**config.mk**
```make
export PLATFORM = sky130hd
export DESIGN_NAME = xbar_port_arbiter
export DESIGN_NICKNAME = d
export VERILOG_FILES = /design/src/rtl/xbar_pkg.sv /design/src/rtl/rr_pick4.sv /design/src/rtl/xbar_port_arbiter.sv
export SDC_FILE = /design/constraint.sdc
export NUM_CORES = 1
export LEC_CHECK = 0
export CORE_MARGIN = 2
export CORE_UTILIZATION = 50
export CTS_CLUSTER_DIAMETER = 120
export DETAILED_ROUTE_END_ITERATION = 10
export GPL_ROUTABILITY_DRIVEN = 0
export PLACE_DENSITY = 0.79
export SLEW_MARGIN = 20
export SYNTH_ARGS = -nofsm -noshare
export SYNTH_HDL_FRONTEND = slang
export SYNTH_HIERARCHICAL = 1
export SYNTH_SLANG_ARGS = --single-unit
export TNS_END_PERCENT = 50
```
**constraint.sdc**
```tcl
create_clock -name clk -period 5.2 [get_ports clk]
set_clock_uncertainty 0.1 [all_clocks]
set_input_delay 1.56 -clock clk [delete_from_list [all_inputs] [get_ports clk]]
set_output_delay 1.56 -clock clk [all_outputs]
set_load 0.01 [all_outputs]
```
**src/rtl/xbar_pkg.sv**
```systemverilog
// Shared constants for the 4x4 crossbar port arbiter: port geometry,
// destination-field position and sequencer state encodings.
package xbar_pkg;

  localparam int unsigned N_PORTS    = 4;
  localparam int unsigned PORT_IDX_W = 2;
  localparam int unsigned FLIT_W     = 15;

  localparam int unsigned DEST_MSB = FLIT_W - 1;
  localparam int unsigned DEST_LSB = FLIT_W - PORT_IDX_W;

  localparam logic [1:0] ST_IDLE = 2'd0;
  localparam logic [1:0] ST_ARB  = 2'd1;
  localparam logic [1:0] ST_DONE = 2'd2;

  function automatic logic [PORT_IDX_W-1:0] next_idx(input logic [PORT_IDX_W-1:0] idx);
    return idx + PORT_IDX_W'(1);
  endfunction

endpackage

```
**src/rtl/rr_pick4.sv**
```systemverilog
// Rotating-priority picker: returns the first set request bit found when
// scanning upward from ptr, wrapping modulo four.
module rr_pick4
  import xbar_pkg::*;
(
  input  logic [N_PORTS-1:0]    req,
  input  logic [PORT_IDX_W-1:0] ptr,
  output logic                  found,
  output logic [PORT_IDX_W-1:0] winner
);

  logic [PORT_IDX_W-1:0] idx;

  always_comb begin
    found  = 1'b0;
    winner = '0;
    idx    = '0;
    for (int unsigned k = 0; k < N_PORTS; k++) begin
      idx = ptr + PORT_IDX_W'(k);
      if (!found && req[idx]) begin
        found  = 1'b1;
        winner = idx;
      end
    end
  end

endmodule

```
**src/rtl/xbar_port_arbiter.sv**
```systemverilog
// Batch sequencer for the 4x4 crossbar: latches up to four flits on start,
// then delivers them to their destination outputs under per-output round-robin.
module xbar_port_arbiter #(
  parameter int unsigned FLIT_W  = xbar_pkg::FLIT_W,
  parameter logic [1:0]  RR_INIT = 2'd0
) (
  input  logic              clk,
  input  logic              rst,
  input  logic              start,
  input  logic [3:0]        ivalid,
  input  logic [FLIT_W-1:0] iport0,
  input  logic [FLIT_W-1:0] iport1,
  input  logic [FLIT_W-1:0] iport2,
  input  logic [FLIT_W-1:0] iport3,
  output logic [FLIT_W-1:0] oport0,
  output logic [FLIT_W-1:0] oport1,
  output logic [FLIT_W-1:0] oport2,
  output logic [FLIT_W-1:0] oport3,
  output logic [3:0]        ovalid,
  output logic [3:0]        grant,
  output logic              busy,
  output logic              done
);
  import xbar_pkg::*;

  // Destination field always occupies the top bits, whatever the flit width.
  localparam int unsigned DST_HI = FLIT_W - (xbar_pkg::FLIT_W - DEST_MSB);
  localparam int unsigned DST_LO = FLIT_W - (xbar_pkg::FLIT_W - DEST_LSB);

  logic [1:0]            state;
  logic [FLIT_W-1:0]     flit_q  [N_PORTS];
  logic [FLIT_W-1:0]     oport_q [N_PORTS];
  logic [PORT_IDX_W-1:0] rr_ptr  [N_PORTS];
  logic [N_PORTS-1:0]    pending;
  logic [N_PORTS-1:0]    pending_nxt;
  logic [N_PORTS-1:0]    win_mask;
  logic [N_PORTS-1:0]    req     [N_PORTS];
  logic [N_PORTS-1:0]    found;
  logic [PORT_IDX_W-1:0] winner  [N_PORTS];

  assign oport0 = oport_q[0];
  assign oport1 = oport_q[1];
  assign oport2 = oport_q[2];
  assign oport3 = oport_q[3];

  always_comb begin
    for (int unsigned o = 0; o < N_PORTS; o++) begin
      req[o] = '0;
      for (int unsigned i = 0; i < N_PORTS; i++) begin
        req[o][i] = pending[i] && (flit_q[i][DST_HI:DST_LO] == PORT_IDX_W'(o));
      end
    end
  end

  for (genvar o = 0; o < N_PORTS; o++) begin : g_pick
    rr_pick4 u_pick (
      .req    (req[o]),
      .ptr    (rr_ptr[o]),
      .found  (found[o]),
      .winner (winner[o])
    );
  end

  // Each pending input targets exactly one output, so winners never collide.
  always_comb begin
    win_mask = '0;
    for (int unsigned o = 0; o < N_PORTS; o++) begin
      if (found[o]) begin
        win_mask[winner[o]] = 1'b1;
      end
    end
    pending_nxt = pending & ~win_mask;
  end

  always_ff @(posedge clk or negedge rst) begin
    if (!rst) begin
      state   <= ST_IDLE;
      pending <= '0;
      ovalid  <= '0;
      grant   <= '0;
      busy    <= 1'b0;
      done    <= 1'b0;
      for (int unsigned o = 0; o < N_PORTS; o++) begin
        flit_q[o]  <= '0;
        oport_q[o] <= '0;
        rr_ptr[o]  <= RR_INIT;
      end
    end else begin
      case (state)
        ST_IDLE: begin
          ovalid <= '0;
          grant  <= '0;
          done   <= 1'b0;
          if (start) begin
            flit_q[0] <= iport0;
            flit_q[1] <= iport1;
            flit_q[2] <= iport2;
            flit_q[3] <= iport3;
            pending   <= ivalid;
            busy      <= 1'b1;
            state     <= ST_ARB;
          end
        end
        ST_ARB: begin
          for (int unsigned o = 0; o < N_PORTS; o++) begin
            ovalid[o] <= found[o];
            if (found[o]) begin
              oport_q[o] <= flit_q[winner[o]];
              rr_ptr[o]  <= next_idx(winner[o]);
            end
          end
          grant   <= win_mask;
          pending <= pending_nxt;
          if (pending_nxt == '0) begin
            done  <= 1'b1;
            state <= ST_DONE;
          end
        end
        ST_DONE: begin
          ovalid <= '0;
          grant  <= '0;
          done   <= 1'b0;
          busy   <= 1'b0;
          state  <= ST_IDLE;
        end
        default: begin
          ovalid  <= '0;
          grant   <= '0;
          done    <= 1'b0;
          busy    <= 1'b0;
          pending <= '0;
          state   <= ST_IDLE;
        end
      endcase
    end
  end

endmodule

```
==> results.yml, run 1 <==
final_layout:
  final_common_cell: "dfrtp_1"
  drive_gt1_share_pct: 33.8
  layoutNonFillerInstCount: 856
  fillers: 1090
  final_cell_mix: "dfrtp_1, clkdlybuf4s50_1, mux2_2"
  area_growth_pct: 26.7
  antenna_cells: 0
  finalNetCount: 738
placed_design:
  dp_cells: 824
  place_ws_ns: 1.26
  dp_hpwl_mm: 13.1
  io_buffers: 136
clocking:
  ctsHoldBuffers: 0
  cts.clk_slew.worst_paths_ns: 0.06
  cts_htree_levels: 4
  postCtsSetupRepairBufs: 0
  root_buffer: "clkbuf_16"
  numClockSinks: 144
  cts_made_buffers: 17
  ctsResizeCount: 0
  cts_buffer_depth: 2
  cts_tree: "done"
  clk_latency_ns: 0.42
logic_synthesis:
  synthSimpleGateAreaFrac_pct: 4.10
  syn_avg_cell_area_um2: 14.9
  synthCells: 519
  synth_mux_area_share_pct: 36.8
  yosysTopAreaCellShare_pct: 46.6
  synth-compound-area-share_pct: 4.37
  async_flop_share_pct: 100
  synth_area_leaders: "dfrtp_1, mux2_2, mux4_2"
  synth_fp_nets: 602
  yosysWarnings: 6
  synth_top_area_cell: "dfrtp_1"
  synth_flop_cell: "dfrtp_1"
  synth_edf_count: 0
  synth.yosys.seq_area_share_pct: 46.6
  synth_top_family_by_area: "multiplexers"
  ys_ff_latch: 144
  synth_cell_type_count: 38
  synth_fa_ha_area_share_pct: 2.59
  synth_area_um2: 7730
  yosys.area_share.xor_xnor_pct: 0
setup_path:
  crit_buf_inv: 2
  worst_r2r_endpoint: "done"
  cp_top_family: "simple AND/OR/NAND/NOR gates"
  crit_chain: "clkdlybuf4s50_1 > nor2b_1 > and2_2 > buf_12 > mux2_2"
  r2r_cells: 10
  required_ns: 5.40
  crit_path_end_kind: "register"
  rrSetupSlack_ns: 1.74
  critPathSlowestCell: "and2_2"
  worstPathMaxFanout: 32
  worstPathArrival_ns: 3.71
  slowest_delay_ns: 0.70
  worstReg2RegStart: "flit_q[44]"
  path_class: "input pin to register"
  crit_start: "start"
  startpoint_type: "input pin"
job:
  cap_violations: 0
drt:
  firstDrtPassIters: 5
  wire_per_inst_um: 22.6
  drt_iter0_drc: 403
  routed_wl_mm: 19.3
  final_antenna_net_count: 0
  drc_errors: 0
  vias: 5202
  viasPerCell: 6.08
global_route:
  first_global_vias: 5454
  grt.busiest_layer: "met2"
  grt.met1_usage_pct: 30.8
  track_usage_pct: 24.5
  grt-ovfl-total: 0
  met3_usage_pct: 5.45
  grt_max_degree: 71
  use_met2_pct: 41.0
  grt_pass1_wl_mm: 30.0
  antenna_found_initial: 0
timing:
  final_max_slew_viol_count: 0
  timing.hold.ws_ns: 0.403
  worst_slew_pin_slew_ns: 1.05
  final_hold_viol_count: 0
  fin_tns_setup_ns: 0
  rsz0062_at_grt: "false"
  relSlewSlack_pct: 29.9
  timing.final.crit_share_pct: 67.6
  timing.fmax_ghz: 0.285
  final_critical_path_setup_slack_ns: 1.69
  period_minus_slack_ns: 3.51
  setup_viol: 0
die:
  die_width_um: 128
  io_pins: 137
  rows: 45
  fp.coreArea_um2: 15100
  die_area_um2: 16500
  initial_core_util_pct: 51.0
  die_h_um: 128
power:
  total_power_w: 0.00687
  ir_worst_vdd_mv: 0.274
  leakage_nw: 4.01
  power.density_nw_per_um2: 702
min_path:
  min_from: "oport3[0]"
  hold_depth: 1
  hold_class: "register to register"
  min_to: "oport3[0]"
status:
  outcome: "finished clean"
==> kinds of logic after synthesis <==
logic type | Yosys count
mux | 187
compound gates | 52
fa+ha+maj | 16
buf+inv | 64
simple gates | 56
flops | 144
==> worst max-delay path by stage <==
stage | to | slack (ns) | depth (start not counted)
after global placement | flit_q[49] | 1.30 | 5
after CTS | flit_q[47] | 1.69 | 5
after global routing | done | 1.51 | 10
after detailed placement | flit_q[30] | 1.26 | 5
after floorplan | done | 2.28 | 12
final | flit_q[47] | 1.69 | 5
==> cell usage after synthesis, types with 2 or more instances <==
| cell | n |
|---|---|
| nor2_1 | 11 |
| mux2i_1 | 3 |
| buf_6 | 15 |
| buf_12 | 4 |
| a221o_1 | 4 |
| buf_2 | 4 |
| buf_4 | 2 |
| nand2b_1 | 4 |
| ha_1 | 16 |
| o21ai_0 | 9 |
| a21oi_1 | 21 |
| mux4_2 | 44 |
| a22oi_1 | 6 |
| nand2_4 | 4 |
| o221ai_1 | 4 |
| mux4_1 | 16 |
| and3_1 | 4 |
| nand3_1 | 7 |
| inv_2 | 4 |
| nor3b_1 | 4 |
| nand2_1 | 13 |
| clkbuf_1 | 4 |
| dfrtp_1 | 144 |
| mux2_2 | 122 |
| a22o_1 | 5 |
| inv_1 | 31 |
| and3b_1 | 3 |
==> sequential cells by signal (all words and copies together) (netlist names) <==
register	count
busy	1
done	1
flit_q	60
grant	4
oport0	15
oport1	15
oport2	15
oport3	15
ovalid	4
pending	4
rr_ptr	8
state	2
==> per-stage QoR <==
step	cell area (um2)	util, %
after floorplan	7730	-
after global placement	9180	60.6
after detailed placement	9180	60.6
after CTS	9800	64.7
after global routing	9800	64.7
final	9800	64.7
==> area by class of cell <==
class                   instances  area (um2)  area share, %
clock buffers                  23         488           4.98
well taps                     188         235           2.40
flip-flops and latches        144        3600           36.8
repair buffers                146        1450           14.8
clock inverters                 9         130           1.33
multi-input cells             311        3760           38.4
inverters                      35         131           1.34
==> power by group <==
group	switching, W	leakage (nW)	internal, W
combinational	0.00142	1.98	0.00195
clock	0.000453	0.291	0.000803
sequential	0.000551	1.73	0.00169
total	0.00243	4.01	0.00445
==> routing by layer <==
| metal | part of all wire, % | routed length [um] |
|---|---|---|
| met4 | 2.6 | 507 |
| met2 | 52 | 10100 |
| met1 | 39 | 7620 |
| met3 | 5.7 | 1100 |
| met5 | 0 | 0 |
No activity file was read; power rests on OpenSTA's default activity.
==> run 2, diff against run 1 <==
clock period = 3.7 ns   (was 5.2 ns; I/O delays follow)
==> run 2 against run 1 <==
Against the previous run:
- count of clock-buffer cells in the layout is 3 lower
- via count is 1.2% lower
- power is 40% higher
- core utilization hardly changed
- final cell count is 0.12% higher
- combinational power is 40% higher
- worst setup slack worse by 1.0 ns
- first-iteration DRC count is 9.7% higher
- highest routed layer unchanged
==> results.yml, run 2 (synthesis gave the netlist of run 1 again) <==
drt:
  viasPerCell: 6.00
  routed_wl_mm: 19.0
  final_antenna_net_count: 0
  drt_iter0_drc: 442
  firstDrtPassIters: 5
  vias: 5139
  drc_errors: 0
  wire_per_inst_um: 22.2
clocking:
  cts_tree: "done"
  cts_htree_levels: 4
  cts.clk_slew.worst_paths_ns: 0.06
  clk_latency_ns: 0.42
  cts_made_buffers: 17
  root_buffer: "clkbuf_16"
  cts_buffer_depth: 2
  ctsHoldBuffers: 0
  postCtsSetupRepairBufs: 0
  ctsResizeCount: 0
  numClockSinks: 144
setup_path:
  slowest_delay_ns: 0.61
  critPathSlowestCell: "mux4_1"
  path_class: "register to register"
  crit_buf_inv: 2
  r2r_cells: 7
  rrSetupSlack_ns: 0.64
  worstReg2RegStart: "flit_q[44]"
  cp_top_family: "multiplexers"
  crit_start: "flit_q[44]"
  required_ns: 3.91
  worst_r2r_endpoint: "oport3[9]"
  worstPathMaxFanout: 13
  crit_cells: 7
  endpoint: "oport3[9]"
  crit_chain: "and3_1 > inv_1 > a221o_1 > a21oi_4 > buf_4 > mux4_1 > mux2_2"
  crit_path_end_kind: "register"
  worstPathArrival_ns: 3.27
  startpoint_type: "register"
die:
  fp.coreArea_um2: 15100
  die_width_um: 128
  die_h_um: 128
  io_pins: 137
  rows: 45
  die_area_um2: 16500
  initial_core_util_pct: 51.0
timing:
  worst_slew_pin_slew_ns: 0.682
  setup_viol: 0
  fin_tns_setup_ns: 0
  final_hold_viol_count: 0
  timing.final.crit_share_pct: 82.7
  timing.fmax_ghz: 0.327
  relSlewSlack_pct: 54.5
  timing.hold.ws_ns: 0.398
  rsz0062_at_grt: "false"
  period_minus_slack_ns: 3.06
  final_max_slew_viol_count: 0
final_layout:
  layoutNonFillerInstCount: 857
  final_cell_mix: "dfrtp_1, clkdlybuf4s50_1, mux2_2"
  finalNetCount: 740
  largest_register_ffs: 60
  antenna_cells: 0
  area_growth_pct: 26.8
  finish.utilization_pct: 64.7
  regMostFlops: "flit_q"
  drive_gt1_share_pct: 34.1
  final_common_cell: "dfrtp_1"
global_route:
  antenna_found_initial: 0
  track_usage_pct: 24.2
  grt-ovfl-total: 0
  first_global_vias: 5427
  grt_pass1_wl_mm: 29.8
  grt_max_degree: 75
min_path:
  hold_class: "register to register"
  min_from: "state[1]"
power:
  power.density_nw_per_um2: 980
  leakage_nw: 4.02
  ir_worst_vdd_mv: 0.435
placed_design:
  dp_cells: 826
  dp_hpwl_mm: 13.0
  io_buffers: 136
status:
  outcome: "finished clean"
job:
  cap_violations: 0
[run 2: worst reg2reg max path, delay by kind of cell, from the launching register on]
family / cells / cell delay [ns]
AOI/OAI and AO/OA: 2 / 0.72
buffers and inverters: 2 / 0.44
DFF: 1 / 0.55
muxes: 2 / 0.89
and+or+nand+nor: 1 / 0.26
[run 2: final cells by class]
cell class                      instances  area, um2
Fill cell                            1083       5350
Multi-Input combinational cell        311       3760
Sequential cell                       144       3600
Timing Repair Buffer                  148       1480
Clock buffer                           20        457
Tap cell                              188        235
Clock inverter                         11        139
Inverter                               35        131
[run 2: routing by layer]
layer  routed length, um  vias up  GRT usage (%)
met4                 507        0           9.18
met3                1080       36           5.16
met2                9910      193           40.6
met5                   0        -              0
li1                    -     2242              -
met1                7550     2668           31.1
[run 2: worst min path at each step]
stage	slack, ns	to	cells after the start
final	0.40	pending[0]	1
after floorplan	0.35	pending[0]	1
after global placement	0.36	pending[0]	1
after global routing	0.41	pending[0]	1
after detailed placement	0.39	oport1[4]	1
after CTS	0.40	oport1[4]	1
[run 2: through the flow]
stage / area (um2) / setup slack [ns] / total power [W]
4_1_cts: 9800 / 0.673 / 0.00965
6_report: 9800 / 0.639 / 0.00961
3_5_place_dp: 9210 / 0.676 / 0.00790
2_1_floorplan: 7730 / 0.777 / 0.00622
3_3_place_gp: 9210 / 0.718 / 0.00765
5_1_grt: 9800 / 0.499 / 0.0101
[run 2: power breakdown]
part,internal (W),switching (W)
Combinational,0.00276,0.00198
Sequential,0.00237,0.000764
Clock,0.00109,0.000643
